--- config.mk ---
export PLATFORM = sky130hd
export DESIGN_NAME = fsm_transition_monitor_flat
export DESIGN_NICKNAME = d
export VERILOG_FILES = /design/src/rtl/fsm_transition_monitor_pkg.sv /design/src/rtl/fsm_transition_monitor_if.sv /design/src/rtl/fsm_transition_monitor_sat_counter.sv /design/src/rtl/fsm_transition_monitor.sv /design/src/flat_wrapper.sv
export SDC_FILE = /design/constraint.sdc
export NUM_CORES = 1
export LEC_CHECK = 0
export ABC_AREA = 0
export ABC_CLOCK_PERIOD_IN_PS = 4800
export BUFFER_PORTS_ARGS = -buffer_cell sky130_fd_sc_hd__buf_4
export CORE_MARGIN = 1.5
export CORE_UTILIZATION = 53
export DETAILED_ROUTE_END_ITERATION = 12
export PLACE_DENSITY = 0.83
export SETUP_SLACK_MARGIN = 0.1
export SLEW_MARGIN = 40
export SYNTH_ARGS = -nofsm -noshare
export SYNTH_HDL_FRONTEND = slang
export SYNTH_SLANG_ARGS = --single-unit
--- constraint.sdc ---
create_clock -name clk -period 4.8 [get_ports clk]
set_input_delay 0.96 -clock clk [delete_from_list [all_inputs] [get_ports clk]]
set_output_delay 0.96 -clock clk [all_outputs]
set_load 0.05 [all_outputs]
--- src/rtl/fsm_transition_monitor_pkg.sv ---
// fsm_transition_monitor_pkg: shared types, defaults and arc indexing for the transition monitor
package fsm_transition_monitor_pkg;
  localparam int DEF_STATE_W = 2;
  localparam int DEF_NUM_STATES = 4;
  localparam int DEF_CNT_W = 8;
  localparam int DEF_STUCK_LIMIT = 200;
  typedef enum logic {EMPTY, TRACK} mon_state_t;
  typedef struct packed {
    logic [DEF_STATE_W-1:0] from_s;
    logic [DEF_STATE_W-1:0] to_s;
  } arc_t;
  function automatic int arc_index(int f, int t, int n);
    return f * n + t;
  endfunction
endpackage

--- src/rtl/fsm_transition_monitor_if.sv ---
// fsm_transition_monitor_if: observed-state inputs and decoded transition outputs
interface fsm_transition_monitor_if
  import fsm_transition_monitor_pkg::*;
#(
  parameter int STATE_W = DEF_STATE_W,
  parameter int NUM_STATES = DEF_NUM_STATES,
  parameter int CNT_W = DEF_CNT_W
);
  logic sample_valid;
  logic [STATE_W-1:0] state_in;
  logic [NUM_STATES*NUM_STATES-1:0] legal_mask;
  logic clear;
  logic trans_valid;
  logic [STATE_W-1:0] trans_from;
  logic [STATE_W-1:0] trans_to;
  logic illegal;
  logic illegal_sticky;
  logic [STATE_W-1:0] first_bad_from;
  logic [STATE_W-1:0] first_bad_to;
  logic [CNT_W-1:0] dwell_count;
  logic [CNT_W-1:0] trans_count;
  logic stuck;
  modport master (
    output sample_valid, state_in, legal_mask, clear,
    input trans_valid, trans_from, trans_to, illegal, illegal_sticky,
    input first_bad_from, first_bad_to, dwell_count, trans_count, stuck
  );
  modport slave (
    input sample_valid, state_in, legal_mask, clear,
    output trans_valid, trans_from, trans_to, illegal, illegal_sticky,
    output first_bad_from, first_bad_to, dwell_count, trans_count, stuck
  );
endinterface

--- src/rtl/fsm_transition_monitor_sat_counter.sv ---
// sat_counter: saturating up-counter; clr restarts at 0, or at 1 when inc coincides
module sat_counter #(
  parameter int W = 8
) (
  input  logic clk,
  input  logic rst,
  input  logic inc,
  input  logic clr,
  output logic [W-1:0] value
);
  // clear wins but still counts a same-cycle increment
  always_ff @(posedge clk)
    if (rst) value <= '0;
    else if (clr) value <= W'(inc);
    else if (inc && value != '1) value <= value + 1'b1;
endmodule

--- src/rtl/fsm_transition_monitor.sv ---
// fsm_transition_monitor: decodes an observed FSM state bus into checked transition events
module fsm_transition_monitor
  import fsm_transition_monitor_pkg::*;
#(
  parameter int STATE_W = DEF_STATE_W,
  parameter int NUM_STATES = DEF_NUM_STATES,
  parameter int CNT_W = DEF_CNT_W,
  parameter int STUCK_LIMIT = DEF_STUCK_LIMIT
) (
  input logic clk,
  input logic rst,
  fsm_transition_monitor_if.slave m
);
  localparam int IW = $clog2(NUM_STATES * NUM_STATES);
  mon_state_t mon_st;
  logic [STATE_W-1:0] prev_state;
  logic tracking, in_range, prev_in_range, is_trans, bad_arc, ill_now;
  logic dwell_inc, dwell_clr;
  logic [IW-1:0] idx;
  arc_t cur_arc;
  // decode the current sample against the held reference state
  always_comb begin
    tracking = mon_st == TRACK;
    in_range = int'(m.state_in) < NUM_STATES;
    prev_in_range = int'(prev_state) < NUM_STATES;
    is_trans = m.sample_valid && tracking && m.state_in != prev_state;
    idx = IW'(arc_index(int'(prev_state), int'(m.state_in), NUM_STATES));
    bad_arc = !prev_in_range || !m.legal_mask[idx];
    ill_now = m.sample_valid && (!in_range || (is_trans && bad_arc));
    cur_arc.from_s = tracking ? prev_state : m.state_in;
    cur_arc.to_s = m.state_in;
    dwell_inc = m.sample_valid && tracking && !is_trans && !m.clear;
    dwell_clr = m.clear || (m.sample_valid && !tracking) || is_trans;
  end
  sat_counter #(.W(CNT_W)) u_dwell (
    .clk(clk), .rst(rst), .inc(dwell_inc), .clr(dwell_clr), .value(m.dwell_count)
  );
  sat_counter #(.W(CNT_W)) u_trans (
    .clk(clk), .rst(rst), .inc(is_trans), .clr(m.clear), .value(m.trans_count)
  );
  assign m.stuck = m.dwell_count >= CNT_W'(STUCK_LIMIT);
  // reference tracking, registered pulses and first-illegal capture
  always_ff @(posedge clk)
    if (rst) begin
      mon_st <= EMPTY;
      prev_state <= '0;
      m.trans_valid <= 1'b0;
      m.trans_from <= '0;
      m.trans_to <= '0;
      m.illegal <= 1'b0;
      m.illegal_sticky <= 1'b0;
      m.first_bad_from <= '0;
      m.first_bad_to <= '0;
    end else begin
      if (m.sample_valid) begin
        mon_st <= TRACK;
        prev_state <= m.state_in;
      end
      m.trans_valid <= is_trans;
      m.illegal <= ill_now;
      if (is_trans) begin
        m.trans_from <= prev_state;
        m.trans_to <= m.state_in;
      end
      if (m.clear || (ill_now && !m.illegal_sticky)) begin
        m.illegal_sticky <= ill_now;
        m.first_bad_from <= ill_now ? cur_arc.from_s : '0;
        m.first_bad_to <= ill_now ? cur_arc.to_s : '0;
      end
    end
endmodule

--- src/flat_wrapper.sv ---
// flat-port wrapper written by rule: the top's interface ports become plain ports
module fsm_transition_monitor_flat import fsm_transition_monitor_pkg::*;
#(
  parameter int STATE_W = DEF_STATE_W,
  parameter int NUM_STATES = DEF_NUM_STATES,
  parameter int CNT_W = DEF_CNT_W,
  parameter int STUCK_LIMIT = DEF_STUCK_LIMIT
)
  (clk, rst, m_sample_valid, m_state_in, m_legal_mask, m_clear, m_trans_valid, m_trans_from, m_trans_to, m_illegal, m_illegal_sticky, m_first_bad_from, m_first_bad_to, m_dwell_count, m_trans_count, m_stuck);
  fsm_transition_monitor_if #(.STATE_W(STATE_W), .NUM_STATES(NUM_STATES), .CNT_W(CNT_W)) m_i ();
  input logic clk;
  input logic rst;
  input wire logic [$bits(m_i.sample_valid)-1:0] m_sample_valid;
  input wire logic [$bits(m_i.state_in)-1:0] m_state_in;
  input wire logic [$bits(m_i.legal_mask)-1:0] m_legal_mask;
  input wire logic [$bits(m_i.clear)-1:0] m_clear;
  output wire logic [$bits(m_i.trans_valid)-1:0] m_trans_valid;
  output wire logic [$bits(m_i.trans_from)-1:0] m_trans_from;
  output wire logic [$bits(m_i.trans_to)-1:0] m_trans_to;
  output wire logic [$bits(m_i.illegal)-1:0] m_illegal;
  output wire logic [$bits(m_i.illegal_sticky)-1:0] m_illegal_sticky;
  output wire logic [$bits(m_i.first_bad_from)-1:0] m_first_bad_from;
  output wire logic [$bits(m_i.first_bad_to)-1:0] m_first_bad_to;
  output wire logic [$bits(m_i.dwell_count)-1:0] m_dwell_count;
  output wire logic [$bits(m_i.trans_count)-1:0] m_trans_count;
  output wire logic [$bits(m_i.stuck)-1:0] m_stuck;
  assign m_i.sample_valid = m_sample_valid;
  assign m_i.state_in = m_state_in;
  assign m_i.legal_mask = m_legal_mask;
  assign m_i.clear = m_clear;
  assign m_trans_valid = m_i.trans_valid;
  assign m_trans_from = m_i.trans_from;
  assign m_trans_to = m_i.trans_to;
  assign m_illegal = m_i.illegal;
  assign m_illegal_sticky = m_i.illegal_sticky;
  assign m_first_bad_from = m_i.first_bad_from;
  assign m_first_bad_to = m_i.first_bad_to;
  assign m_dwell_count = m_i.dwell_count;
  assign m_trans_count = m_i.trans_count;
  assign m_stuck = m_i.stuck;
  fsm_transition_monitor #(.STATE_W(STATE_W), .NUM_STATES(NUM_STATES), .CNT_W(CNT_W), .STUCK_LIMIT(STUCK_LIMIT)) u_core (.clk(clk), .rst(rst), .m(m_i));
endmodule
==> flow_metrics.py <==
metrics = {
    "global_routing": {
        "grt_max_degree": 16,
        "grt_pass1_vias": 1206,
        "track_usage_pct": 20.9,
        "antenna_found_initial": 0,
        "grt_pass1_wl_mm": 5.09,
        "gr-total-overflow": 0,
    },
    "timing": {
        "hold_violations": 0,
        "rsz0062_at_grt": "no",
        "fin_crit_ps": 2280,
        "worst_pin_slew_ps": 534,
        "timing.final.crit_share_pct": 47.4,
        "fin_tns_setup_ps": 0,
        "slew_headroom_pct": 64.3,
        "max_freq_mhz": 439,
        "setup_viol": 0,
        "slew_violations": 0,
        "fin_skew_ps": 11.2,
    },
    "worst_setup_path": {
        "critPathCaptureType": "register",
        "reg2reg_from": "u_core.prev_state[1]$_SDFFE_PP0P_",
        "critical_path_class": "in -> reg",
        "start_kind": "input pin",
        "worst_r2r_path_depth": 5,
        "crit_arrival_ps": 2500,
        "critPathMaxFanout": 13,
        "cp.required_ps": 5030,
        "r2r-end": "u_core.u_dwell.value[5]$_SDFFE_PP0P_",
        "r2r_slack_ps": 2840,
    },
    "detailed_routing": {
        "dr.first_iter.drc_count": 30,
        "num_vias": 1360,
        "drt-total-wl_mm": 3.23,
        "drt_first_pass_iters": 4,
        "avgViaCountPerCell": 5.46,
        "wl_per_cell_um": 13.0,
        "drc": 0,
        "ant_nets": 0,
    },
    "power_and_ir_drop": {
        "power_leakage_nw": 0.824,
        "seqPwrFrac_pct": 49.1,
        "p_int_mw": 0.405,
        "p_sw_mw": 0.124,
        "p_per_area_nw_per_um2": 269,
        "switching_share_pct": 23.5,
        "p_clk_share_pct": 38.4,
        "comb_power_share_pct": 12.5,
        "vdd_drop_max_mv": 0.276,
        "power_mw": 0.530,
    },
    "place": {
        "routabilityCongestion": 0.740,
        "place_area_um2": 1890,
        "dp_hpwl_mm": 2.50,
        "io_buffers": 49,
    },
    "cts": {
        "cts_setup_buffers": 0,
        "clk_latency_ps": 330,
        "cts_hold_buf": 0,
        "cts_tree": "yes",
        "clk_pin_slew_ps": 90,
        "cts_root_buffer": "clkbuf_4",
        "cts_buffers": 5,
        "h-tree-depth": 2,
        "ctsResizeCount": 0,
        "cts_buffer_depth": 2,
        "clock-sinks": 30,
    },
    "yosys": {
        "synth_top_family_by_area": "simple AND/OR/NAND/NOR gates",
        "synth-simple-area-share_pct": 25.6,
        "synth_area_per_cell_um2": 8.96,
        "ys_seq_area_share_pct": 39.4,
        "synth_async_sr_flop_share_pct": 0,
        "synthXorXnorAreaFrac_pct": 8.55,
        "synth_area_um2": 1520,
        "netlist_instances": 170,
        "synth-compound-area-share_pct": 9.20,
        "yosysUniqueCellTypes": 38,
        "yosys_warnings": 0,
        "synthMuxAreaShare_pct": 10.5,
        "synth_fp_nets": 195,
        "synth_flop_cell": "dfxtp_1",
        "synth-seq-cells": 30,
        "synthAdderAreaFrac_pct": 2.47,
        "synth-edff-count": 0,
    },
    "cells_and_area": {
        "diodes": 0,
        "final_net_count": 243,
        "area_growth_pct": 29.3,
        "design_area_um2": 1970,
        "drive_above_1_share_pct": 30.3,
    },
    "die": {
        "die_h_um": 56.6,
        "ioPinCount": 50,
        "die_x_um": 56.6,
        "die-area_um2": 3200,
        "core_um2": 2730,
        "rows": 19,
        "start_util_pct": 55.7,
    },
    "flow_run": {
        "maxCapViolCount": 0,
    },
    "outcome": {
        "status": "finished, final reports clean",
    },
    "min_path": {
        "holdCritPathClass": "reg -> reg",
        "worst_hold_path.num_cells": 1,
        "worstHoldStart": "u_core.m.first_bad_to[0]$_SDFFE_PP0P_",
        "min_to": "u_core.m.first_bad_to[0]$_SDFFE_PP0P_",
    },
}
==> synth_stat cells, types with 4 or more instances <==
cell / number / area share [%]
or3b_2: 4 / 2.3
nor2_1: 29 / 7.1
nand3_1: 10 / 3.3
a21oi_1: 4 / 1.3
nor3_1: 5 / 1.6
clkbuf_1: 5 / 1.2
nor4_1: 4 / 1.6
mux2i_1: 16 / 11
inv_1: 4 / 0.99
dfxtp_1: 30 / 39
xnor2_1: 12 / 6.9
nand2_1: 7 / 1.7
o22ai_1: 4 / 1.6
==> per-stage QoR <==
stage / worst slack [ps] / hold WS, ps / std cells / util, %
floorplan: 2350 / 522 / 170 / -
global placement: 2280 / 452 / 242 / 69.0
detailed placement: 2230 / 464 / 242 / 69.0
CTS: 2510 / 483 / 249 / 72.0
global route: 2420 / 496 / 249 / 72.0
finish: 2520 / 483 / 249 / 72.0
==> area by class of cell <==
| class | instances | area (um^2) |
|---|---|---|
| multi-input combinational | 127 | 857 |
| fill | 209 | 766 |
| sequential | 30 | 601 |
| timing repair buffer | 50 | 375 |
| clock buffer | 6 | 51.3 |
| tap | 31 | 38.8 |
| clock inverter | 1 | 30.0 |
| inverter | 4 | 15.0 |
==> worst max path at each step <==
| stage | startpoint | endpoint | slack (ps) | depth (start not counted) |
|---|---|---|---|---|
| 4_1_cts | m_state_in[1] | u_core.m.first_bad_to[0]$_SDFFE_PP0P_ | 2510 | 6 |
| 6_report | m_state_in[1] | u_core.m.first_bad_to[0]$_SDFFE_PP0P_ | 2520 | 6 |
| 3_3_place_gp | m_state_in[1] | u_core.u_dwell.value[7]$_SDFFE_PP0P_ | 2280 | 6 |
| 3_5_place_dp | m_state_in[1] | u_core.m.first_bad_to[0]$_SDFFE_PP0P_ | 2230 | 6 |
| 2_1_floorplan | m_state_in[1] | u_core.u_dwell.value[7]$_SDFFE_PP0P_ | 2350 | 7 |
| 5_1_grt | m_state_in[1] | u_core.m.first_bad_to[0]$_SDFFE_PP0P_ | 2420 | 6 |
==> metal layers <==
metal	vias up	share of wire (%)	routed length [um]	GRT usage (%)
li1	693	-	-	-
met1	622	41	1320	22.3
met2	40	51	1660	36.9
met3	5	6.1	198	7.14
met4	0	1.6	53	9.18
met5	-	0	0	0
==> cell usage in the layout, fill, tap and decap left out, types with 3 or more instances in the layout <==
master    netlist  routed
a21oi_1         4       4
buf_4           0      50
clkbuf_4        0       5
dfxtp_1        30      30
ha_1            3       3
inv_1           4       4
mux2i_1        16      16
nand2_1         7       7
nand3_1        10      10
nand3b_1        3       3
nor2_1         29      29
nor3_1          5       5
nor4_1          4       4
o22ai_1         4       4
or3b_2          4       4
xnor2_1        12      12
==> power groups by stage <==
stage	clock network [mW]	registers, mW	logic, mW
6_report	0.204	0.260	0.0661
3_5_place_dp	0	0.266	0.0665
4_1_cts	0.209	0.260	0.0668
5_1_grt	0.220	0.261	0.0714
2_1_floorplan	0	0.274	0.0335
3_3_place_gp	0	0.265	0.0643
==> worst max-delay path, cell delays in order <==
cell	delay, ps
buf_4	210
mux2i_1	230
o22ai_1	100
nor4_1	500
a21oi_1	240
a32o_1	260
==> flip-flops by register name, summed over array words and instances, names as in the netlist <==
name,flops
u_core.m.first_bad_from,2
u_core.m.first_bad_to,2
u_core.m.illegal,1
u_core.m.illegal_sticky,1
u_core.m.trans_from,2
u_core.m.trans_to,2
u_core.m.trans_valid,1
u_core.mon_st,1
u_core.prev_state,2
u_core.u_dwell.value,8
u_core.u_trans.value,8
==> cell families (layout without fill, tap and decap cells) <==
family          Yosys count  count (layout)
fa+ha+maj                 3               3
simple gates             74              74
compound gates           20              20
flops                    30              30
mux                      16              16
xor+xnor                 14              14
buf+inv                  13              61
(Power assumes the default switching activity.)
